**src/rtl/traffic_sensor_frontend.sv**
```systemverilog
// Loop-detector front end: synchronizes eight raw loop inputs, debounces them into
// qualified occupancy for the light controller, and flags loops that stay stuck high.
module traffic_sensor_frontend #(
  parameter int unsigned DEBOUNCE = 4,
  parameter int unsigned HOLD     = 8,
  parameter int unsigned STUCK    = 1000
) (
  input  logic       clk,
  input  logic       rst,
  input  logic [3:0] loop_1th_raw,
  input  logic [3:0] loop_5th_raw,
  input  logic       fault_clr,
  output logic [3:0] sensor_1th,
  output logic [3:0] sensor_5th,
  output logic [3:0] fault_1th,
  output logic [3:0] fault_5th
);

  typedef enum logic [2:0] {
    S_IDLE,
    S_ARM,
    S_OCC,
    S_REL,
    S_STUCK
  } state_t;

  localparam logic [15:0] DEB_LAST   = 16'(DEBOUNCE - 1);
  localparam logic [15:0] HOLD_LAST  = 16'(HOLD - 1);
  localparam logic [15:0] STUCK_LAST = 16'(STUCK - 1);

  logic [7:0]  raw;
  logic [7:0]  sync_a;
  logic [7:0]  sync_b;
  state_t      state     [8];
  state_t      state_nxt [8];
  logic [15:0] cnt       [8];
  logic [15:0] cnt_nxt   [8];
  logic [7:0]  occ_nxt;
  logic [7:0]  enter_stuck;
  logic [7:0]  sensor_q;
  logic [7:0]  fault_q;

  // Channels 0-3 are first-car loops, 4-7 fifth-car loops.
  assign raw = {loop_5th_raw, loop_1th_raw};

  always_ff @(posedge clk or negedge rst) begin
    if (!rst) begin
      sync_a <= '0;
      sync_b <= '0;
    end else begin
      sync_a <= raw;
      sync_b <= sync_a;
    end
  end

  always_comb begin
    occ_nxt     = '0;
    enter_stuck = '0;
    for (int i = 0; i < 8; i++) begin
      state_nxt[i] = state[i];
      cnt_nxt[i]   = cnt[i];
      case (state[i])
        S_IDLE: begin
          if (sync_b[i]) begin
            if (DEBOUNCE == 1) begin
              state_nxt[i] = S_OCC;
              cnt_nxt[i]   = '0;
            end else begin
              state_nxt[i] = S_ARM;
              cnt_nxt[i]   = 16'd1;
            end
          end else begin
            cnt_nxt[i] = '0;
          end
        end
        S_ARM: begin
          if (!sync_b[i]) begin
            state_nxt[i] = S_IDLE;
            cnt_nxt[i]   = '0;
          end else if (cnt[i] == DEB_LAST) begin
            state_nxt[i] = S_OCC;
            cnt_nxt[i]   = '0;
          end else begin
            cnt_nxt[i] = cnt[i] + 16'd1;
          end
        end
        S_OCC: begin
          if (!sync_b[i]) begin
            if (HOLD == 1) begin
              state_nxt[i] = S_IDLE;
              cnt_nxt[i]   = '0;
            end else begin
              state_nxt[i] = S_REL;
              cnt_nxt[i]   = 16'd1;
            end
          end else if (cnt[i] == STUCK_LAST) begin
            state_nxt[i] = S_STUCK;
          end else begin
            cnt_nxt[i] = cnt[i] + 16'd1;
          end
        end
        S_REL: begin
          if (sync_b[i]) begin
            state_nxt[i] = S_OCC;
            cnt_nxt[i]   = '0;
          end else if (cnt[i] == HOLD_LAST) begin
            state_nxt[i] = S_IDLE;
            cnt_nxt[i]   = '0;
          end else begin
            cnt_nxt[i] = cnt[i] + 16'd1;
          end
        end
        S_STUCK: begin
          if (!sync_b[i]) begin
            state_nxt[i] = S_IDLE;
            cnt_nxt[i]   = '0;
          end
        end
        default: begin
          state_nxt[i] = S_IDLE;
          cnt_nxt[i]   = '0;
        end
      endcase
      occ_nxt[i]     = (state_nxt[i] == S_OCC) || (state_nxt[i] == S_REL);
      enter_stuck[i] = (state_nxt[i] == S_STUCK) && (state[i] != S_STUCK);
    end
  end

  // Sensor and fault are registered from next state so they change on the same
  // edge as the state itself; a new stuck event outranks a simultaneous clear.
  always_ff @(posedge clk or negedge rst) begin
    if (!rst) begin
      for (int i = 0; i < 8; i++) begin
        state[i] <= S_IDLE;
        cnt[i]   <= '0;
      end
      sensor_q <= '0;
      fault_q  <= '0;
    end else begin
      for (int i = 0; i < 8; i++) begin
        state[i] <= state_nxt[i];
        cnt[i]   <= cnt_nxt[i];
      end
      sensor_q <= occ_nxt;
      fault_q  <= (fault_q & {8{~fault_clr}}) | enter_stuck;
    end
  end

  assign sensor_1th = sensor_q[3:0];
  assign sensor_5th = sensor_q[7:4];
  assign fault_1th  = fault_q[3:0];
  assign fault_5th  = fault_q[7:4];

endmodule

```
**config.mk**
```make
export PLATFORM = sky130hd
export DESIGN_NAME = traffic_sensor_frontend
export DESIGN_NICKNAME = d
export VERILOG_FILES = /design/src/rtl/traffic_sensor_frontend.sv
export SDC_FILE = /design/constraint.sdc
export NUM_CORES = 1
export LEC_CHECK = 0
export ABC_AREA = 1
export CORE_UTILIZATION = 34
export CTS_CLUSTER_SIZE = 28
export DETAILED_ROUTE_END_ITERATION = 7
export PLACE_DENSITY = 0.52
export SYNTH_ARGS = -nofsm -noshare
export SYNTH_HDL_FRONTEND = slang
export SYNTH_SLANG_ARGS = --single-unit
```
**constraint.sdc**
```tcl
create_clock -name clk -period 2.8 [get_ports clk]
set_input_delay 0.42 -clock clk [delete_from_list [all_inputs] [get_ports clk]]
set_output_delay 0.42 -clock clk [all_outputs]
set_load 0.05 [all_outputs]
```
## After elaboration in Yosys (flattened, before gate mapping)

Cells that the tools add are included.

| word-level totals | value |
|---|---|
| register bits | 184 |
| input bits | 11 |
| output and inout bits | 16 |
| word-level logic and storage cells | 311 |

| operators by class | value |
|---|---|
| add/subtract/negate cells | 8 |
| bitwise logic cells | 3 |
| eq/ne operators | 104 |
| muxes and demuxes | 144 |
| reduce and logical (&&, ||, !) cells | 32 |

Operators with widths:

| kind | count |
|---|---|
| $mux 16 | 56 |
| $pmux 16 s5 | 8 |
| $mux 3 | 64 |
| $add 16x1->16 const B | 8 |
| $eq 16x10->1 const B | 8 |
| $eq 16x2->1 const B | 8 |
| $eq 16x3->1 const B | 8 |
| $pmux 3 s5 | 8 |
| $eq 3x2->1 const B | 32 |
| $eq 3x3->1 const B | 16 |
| $ne 3x3->1 const B | 16 |
| $eq 3x1->1 const B | 8 |
| $logic_not 3->1 | 8 |
| $ne 2x2->1 const B | 8 |
| $reduce_and 2->1 | 8 |
| $and 8x8->8 | 1 |
| $logic_and 1x1->1 | 8 |
| $logic_or 1x1->1 | 8 |
| $mux 1 | 8 |
| $or 8x8->8 | 1 |
| $not 1->1 | 1 |

## Longest topological paths before layout

Gate-level depths: netlist of run 1.

| logic depth | value |
|---|---|
| word-level depth | 7 |
| depth in mapped cells | 12 |

## Worst setup path before layout of run 1

No wires, ideal clock.

| timing path | value |
|---|---|
| path type | register -> register |
| start point | register cnt[64] in the netlist's numbering |
| end point | register cnt[64] in the netlist's numbering |
| data required time | 2.680 ns |
| data arrival time | 1.445 ns |
| cell stages (with the launch flop) | 10 |
| period minus slack after synthesis | 1.565 ns |
| slack | 1.235 ns |
| setup time | 0.120 ns |
| path through | dfrtp_1 ha_1 nand3_1 nor2_1 nand4_1 nand2_2 inv_2 buf_6 o21ai_1 nand2_1 |

| between the ends | value |
|---|---|
| longest elaborated chain between the ends | 4 |
| elaborated cells on any way between the ends | 13 |
| classes of those cells | add/sub (1); eq/ne (4); mux (7); reduce/logical (1) |

RTL lines:

| element | RTL line | RTL |
|---|---|---|
| start: declaration | 36 | `logic [15:0] cnt [8];` |
| start signal: indexed assignment | 142 | `cnt[i] <= cnt_nxt[i];` |
| $add 16x1->16 (tied with other cells) | 84, 99, 110 |  |
| $mux 16, on equally long branches | 106, 80, 96 |  |
| $mux 16, on equally long branches | 103, 77, 88 |  |
| $pmux 16 s5 | 62 | `case (state[i])` |

Several ways; a longest one is shown, not always the timed one. The select of a mux whose other input is x is not followed.
A chain may end at the register's enable or synchronous reset.

## Final worst setup path of run 1

| timing path | value |
|---|---|
| start point | register sync_b[5] |
| end point | register cnt[47] in the netlist's numbering |

| between the ends | value |
|---|---|
| longest elaborated chain between the ends | 2 |
| elaborated cells on any way between the ends | 7 |
| classes of those cells | eq/ne (2); mux (4); reduce/logical (1) |

RTL lines:

| element | RTL line | RTL |
|---|---|---|
| start: declaration | 33 | `logic [7:0] sync_b;` |
| start signal: assignment | 52 | `sync_b <= sync_a;` |
| $mux 16 (tied with other cells) | 103 | `if (sync_b[i]) begin` |
| $pmux 16 s5 / $reduce_and 2->1 (equally long branches) | -- |  |

Several ways; a longest one is shown, not always the timed one.

==> metrics, run 1 <==
status=finished, final reports clean; Hold Fails Final Rpt=0; post-route cell area=~0.014 mm2; All-Layer GR Usage=between 10% and 20%; DR vias/cell=5.17; endpoints failing setup=0; antenna violations before repair=0; TNS Setup=0 ns; CP Launch Type=register; VDD IR max=519 uV; FF+latch count, synth=between 150 and 200; number of global-route vias before repair=approximately 12000; Period Utilization, post-route=roughly 80%; DRT Pass-1 Iters=6; Post-Route Utilization=between 30% and 40%; proportion of synthesized chip area in sequential cells=between 30 and 40%; Avg WL per Cell=~14 um; worst rel slew slack=52.9%; height of the die=~200 um; clk sinks=approximately 180; max-cap violation count=0; Crit path required time=roughly 3.2 ns; Max FO, Critical Path=15; Synth Area per Inst=approximately 6.7 um2; Leak=around 6.3 nW; H-tree Lvls=4; I/O Pins=27; Initial DRC Count=867; Critical Path AT=between 2 and 3 ns; ANT cells=0; Primary FF master, synth=dfrtp_1; Synth cell types=45; clock slew at reported path FFs=0.07 ns; fillers=~3800; Syn. warnings=0; RSZ-0062 raised after global routing=no; vias after detailed routing=about 12000; most frequent cells in the layout=nand2_1, nor2_1, nand4_1; nets@finish=1931; Final ANT Viol Nets=0; minimum clock period=2.19 ns; DIE AREA=0.0381 mm2; cell-by-cell trace of the critical path=inv_2 > nor2_1 > nand3_1 > nor2_1 > nand3_2 > nand2_2 > inv_2 > nand3_1 > nand2_1 > nor2_1; number of flops mapped to enable cells by yosys=0; reg-to-reg slack, setup=slightly above 0.6 ns; GR Overflow Total=0; cell mode on critical path=nor2_1; final WL=33200 um; worst-margin pin slew=roughly 0.70 ns; Fmax achieved=around 0.46 GHz; Worst path slowest cell=dfrtp_1; FFs w/ async S/R, synth=100%; Die X=around 200 um; clk_skew=approximately 0.0087 ns; cts bufs inserted=17; gpl congestion=0.895; Port Buffers=26; # rows=70; area of the mapped netlist=0.0127 mm2; Syn Nets=approximately 1900; Mapped Cells=1900; Residual DRC=0; element type at the critical path end=register; first-pass GRT wire length=approximately 57000 um; Min-Delay Path Class=reg -> reg; largest net degree at the start of global routing=a little over 70; pwr dens=~570 mW/mm2; root buffer cell=clkbuf_16; Cell Area, Placed=between 0.01 and 0.015 mm2; worst-case clock buffer depth=2; PnR Total Power=approximately 0.0080 W; HPWL after detailed placement=approximately 24000 um; Area Growth Syn to Fin=10.5%; Buf/Inv on CP=2; share of layout cells above drive strength 1=6.86%; Initial Utilization=between 30% and 40%; crit-path max cell delay=~0.66 ns; worst-skew pair later-pin latency=0.46 ns; Worst Setup Path Type=reg -> reg; count of pins over their slew limit=0; final std cells w/o fill=between 2000 and 2500; Crit path max-delay family=simple AND/OR/NAND/NOR gates; CTS tree=done; Core Box Area=roughly 0.037 mm2; most common cell after layout, fill and taps aside=nand2_1; Post-Place Cells=approximately 2400
layer usage:
| metal | track usage, % | wire (um) |
|---|---|---|
| met4 | 5.19 | 373 |
| met2 | 29.2 | 15300 |
| met3 | 2.90 | 1170 |
| met1 | 25.0 | 16300 |
| met5 | 0 | 0 |
registers in the layout (all words and copies together), names as in the netlist:
| signal | cells |
|---|---|
| cnt | 128 |
| state | 24 |
| fault_q | 8 |
| sensor_q | 8 |
| sync_a | 8 |
| sync_b | 8 |
logic make-up (layout without fill, tap and decap cells):
group | count (synthesis) | after routing | share of synthesized area [%]
AND/OR/NAND/NOR | 1318 | 1318 | 48.0
flip-flops | 184 | 184 | 36.3
XOR/XNOR | 25 | 25 | 1.73
AO/OA/AOI/OAI | 98 | 98 | 4.45
adder cells (fa/ha/maj) | 8 | 8 | 0.789
buffers and inverters | 267 | 292 | 8.73
stage by stage:
stage,setup WS [ns],hold slack [ns]
2_1_floorplan,1.23,0.124
3_3_place_gp,0.712,0.331
3_5_place_dp,0.618,0.335
4_1_cts,0.610,0.351
5_1_grt,0.385,0.358
6_report,0.609,0.349
path summary, 6_finish.rpt:
| kind | startpoint | endpoint | cells past startpoint |
|---|---|---|---|
| worst min register to register | sync_a[5] | sync_b[5] | 0 |
| worst min-delay path | sync_a[5] | sync_b[5] | 0 |
| min in group asynchronous | rst | sensor_q[7] | 2 |
| max in group asynchronous | rst | cnt[120] | 3 |
| worst max register to register | sync_b[5] | cnt[47] | 10 |
| worst max-delay path | sync_b[5] | cnt[47] | 10 |
where the power goes:
group	switching, W	internal (W)	total, W	leakage, nW
Combinational	0.00161	0.000702	0.00231	3.55
Sequential	0.000313	0.00294	0.00325	2.47
Clock	0.00113	0.00134	0.00247	0.285
layout make-up:
type / instances / area (um2) / share of cell area [%]
timing repair buffer: 48 / 458 / 3.27
clock buffer: 22 / 484 / 3.45
clock inverter: 10 / 106 / 0.758
tap: 468 / 586 / 4.18
sequential: 184 / 4600 / 32.8
multi-input combinational: 1449 / 6980 / 49.8
inverter: 212 / 805 / 5.74
worst register-to-register path: stages, from the launching register on:
cell     delay (ns)
dfrtp_1        0.66
inv_2          0.24
nor2_1         0.14
nand3_1        0.08
nor2_1         0.17
nand3_2        0.15
nand2_2        0.28
inv_2          0.18
nand3_1        0.10
nand2_1        0.06
nor2_1         0.08
synth_stat cells (all sizes together), types with 3 or more instances:
library cell | instances | area share (%)
a21oi | 13 | 0.51
a31oi | 4 | 0.20
buf | 36 | 1.8
clkbuf | 19 | 0.56
clkinv | 5 | 0.16
dfrtp | 184 | 36
ha | 8 | 0.79
inv | 207 | 6.2
nand2 | 568 | 17
nand3 | 212 | 8.7
nand3b | 3 | 0.21
nand4 | 227 | 11
nor2 | 267 | 8.3
nor3 | 36 | 2.1
nor4 | 3 | 0.15
o2111ai | 4 | 0.28
o21ai | 62 | 2.6
o21bai | 9 | 0.53
xnor2 | 9 | 0.62
xor2 | 16 | 1.1
timing repair:
item,4_1_cts,5_1_grt
hold buffers,1,0
setup buffers,0,0
endpoints found under the hold margin,66,0
endpoints found under the setup margin,0,0
gates resized for setup,0,0
Note: power is estimated with default switching activity, not from simulation.
==> run 2, diff against run 1 <==
clock period = 2.2 ns   (was 2.8 ns; I/O delays follow)
==> run 2 against run 1 <==
Net effect:
- global-route usage grew 0.66 points
- largest power group unchanged
- non-clock buffer count grew 24
- design area grew 1.8%
==> metrics, run 2 (synthesis gave the netlist of run 1 again) <==
status=finished, final reports clean; height of the die=195 um; Final ANT Viol Nets=0; Avg WL per Cell=approximately 14 um; endpoints failing setup=0; final WL=approximately 34000 um; most frequent cells in the layout=nand2_1, nor2_1, nand4_1; H-tree Lvls=4; worst rel slew slack=a little over half; max reg flops=approximately 130; Initial DRC Count=around 850; Die X=a little under 200 um; Fmax achieved=0.497 GHz; clk sinks=~180; Max FO, Critical Path=2; GR Overflow Total=0; most common cell after layout, fill and taps aside=nand2_1; share of layout cells above drive strength 1=8.11%; Core Box Area=about 0.037 mm2; cts bufs inserted=17; CTS tree=done; # rows=70; Critical Path AT=~1.7 ns; clk_skew=0.00934 ns; pwr dens=742 mW/mm2; max-cap violation count=0; Post-CTS Setup Inserts=0; count of pins over their slew limit=0; worst-case clock buffer depth=2; clock slew at reported path FFs=~0.08 ns; Area Growth Syn to Fin=12.5%; number of global-route vias before repair=~12000; Port Buffers=26; minimum clock period=2.01 ns; Min-Delay Path Class=in -> reg; CP Launch Type=register; crit-path max cell delay=approximately 0.83 ns; cell-by-cell trace of the critical path=clkdlybuf4s50_1; DIE AREA=about 0.038 mm2; Worst Setup Path Type=reg -> out; vias after detailed routing=around 13000; nets@finish=between 1500 and 2000; Leak=6.46 nW; All-Layer GR Usage=about a fifth; Residual DRC=0; root buffer cell=clkbuf_16; I/O Pins=27; TNS Setup=0 ns; antenna violations before repair=0; Post-Route Utilization=38.9%; Initial Utilization=about 35%; element type at the critical path end=output pin; Crit path max-delay family=buffers and inverters; RSZ-0062 raised after global routing=no; Worst path slowest cell=clkdlybuf4s50_1; Hold Fails Final Rpt=0; worst-skew pair later-pin latency=0.46 ns; HPWL after detailed placement=about 25000 um; VDD IR max=approximately 480 uV; first-pass GRT wire length=approximately 60000 um; DRT Pass-1 Iters=5; PnR Total Power=0.0106 W; largest net degree at the start of global routing=59; Buf/Inv on CP=1; biggest registers after layout=cnt x128, state x24; Top reg by flops=cnt; worst-margin pin slew=between 0.6 and 0.7 ns; Crit path required time=between 1.5 and 2 ns; gpl congestion=0.900; DR vias/cell=between 5 and 6; Period Utilization, post-route=around nine tenths
==> run 2: changes by cell type in the layout (fill, tap and decap cells not counted), sizes merged, moves of 2 or more <==
cell / delta
clkinv: +2
buf: +24
inv: +2
bufinv: +2
clkbuf: -5
==> run 2: layout make-up <==
cell class	count	area, um2
flip-flops and latches	184	4600
fillers	3811	22400
clock inverters	15	206
multi-input cells	1449	6980
inverters	212	805
clock buffers	17	425
well taps	468	586
repair buffers	72	663
diodes	1	2.50
==> run 2: final timing paths <==
check	startpoint	to	slack, ns	cells after the start
max	fault_q[1]	fault_1th[1]	0.19	1
min	loop_5th_raw[2]	sync_a[6]	0.30	1
max reg2reg	cnt[81]	cnt[83]	0.25	8
min reg2reg	sync_a[5]	sync_b[5]	0.35	0
max in group asynchronous	rst	cnt[67]	1.16	3
min in group asynchronous	rst	cnt[84]	0.39	2
==> run 2: repair_timing <==
item | 4_1_cts | 5_1_grt
endpoints found under the hold margin | 54 | 0
setup endpoints to repair | 0 | 3
gates resized for setup | 0 | 1
hold buffers | 1 | 0
==> run 2: report_power, final <==
part / switching (W) / total (W) / internal [W]
Clock: 0.00153 / 0.00337 / 0.00184
Sequential: 0.000372 / 0.00411 / 0.00374
Combinational: 0.00213 / 0.00311 / 0.000979
==> run 2: metrics by stage <==
stage / setup slack (ns) / cells / instance area [um2] / hold WS, ns
after floorplan: 0.635 / 1900 / 12700 / 0.0344
after global placement: 0.327 / 2384 / 13600 / 0.327
after detailed placement: 0.223 / 2384 / 13600 / 0.327
after CTS: 0.159 / 2417 / 14300 / 0.271
after global routing: 0.0363 / 2417 / 14300 / 0.270
final: 0.189 / 2418 / 14300 / 0.295
==> run 2: routing by layer <==
layer / wire (um) / up-vias / GRT usage, %
li1: - / 6446 / -
met1: 16800 / 5959 / 26.2
met2: 15800 / 268 / 30.0
met3: 1280 / 40 / 2.80
met4: 460 / 0 / 5.42
met5: 0 / - / 0
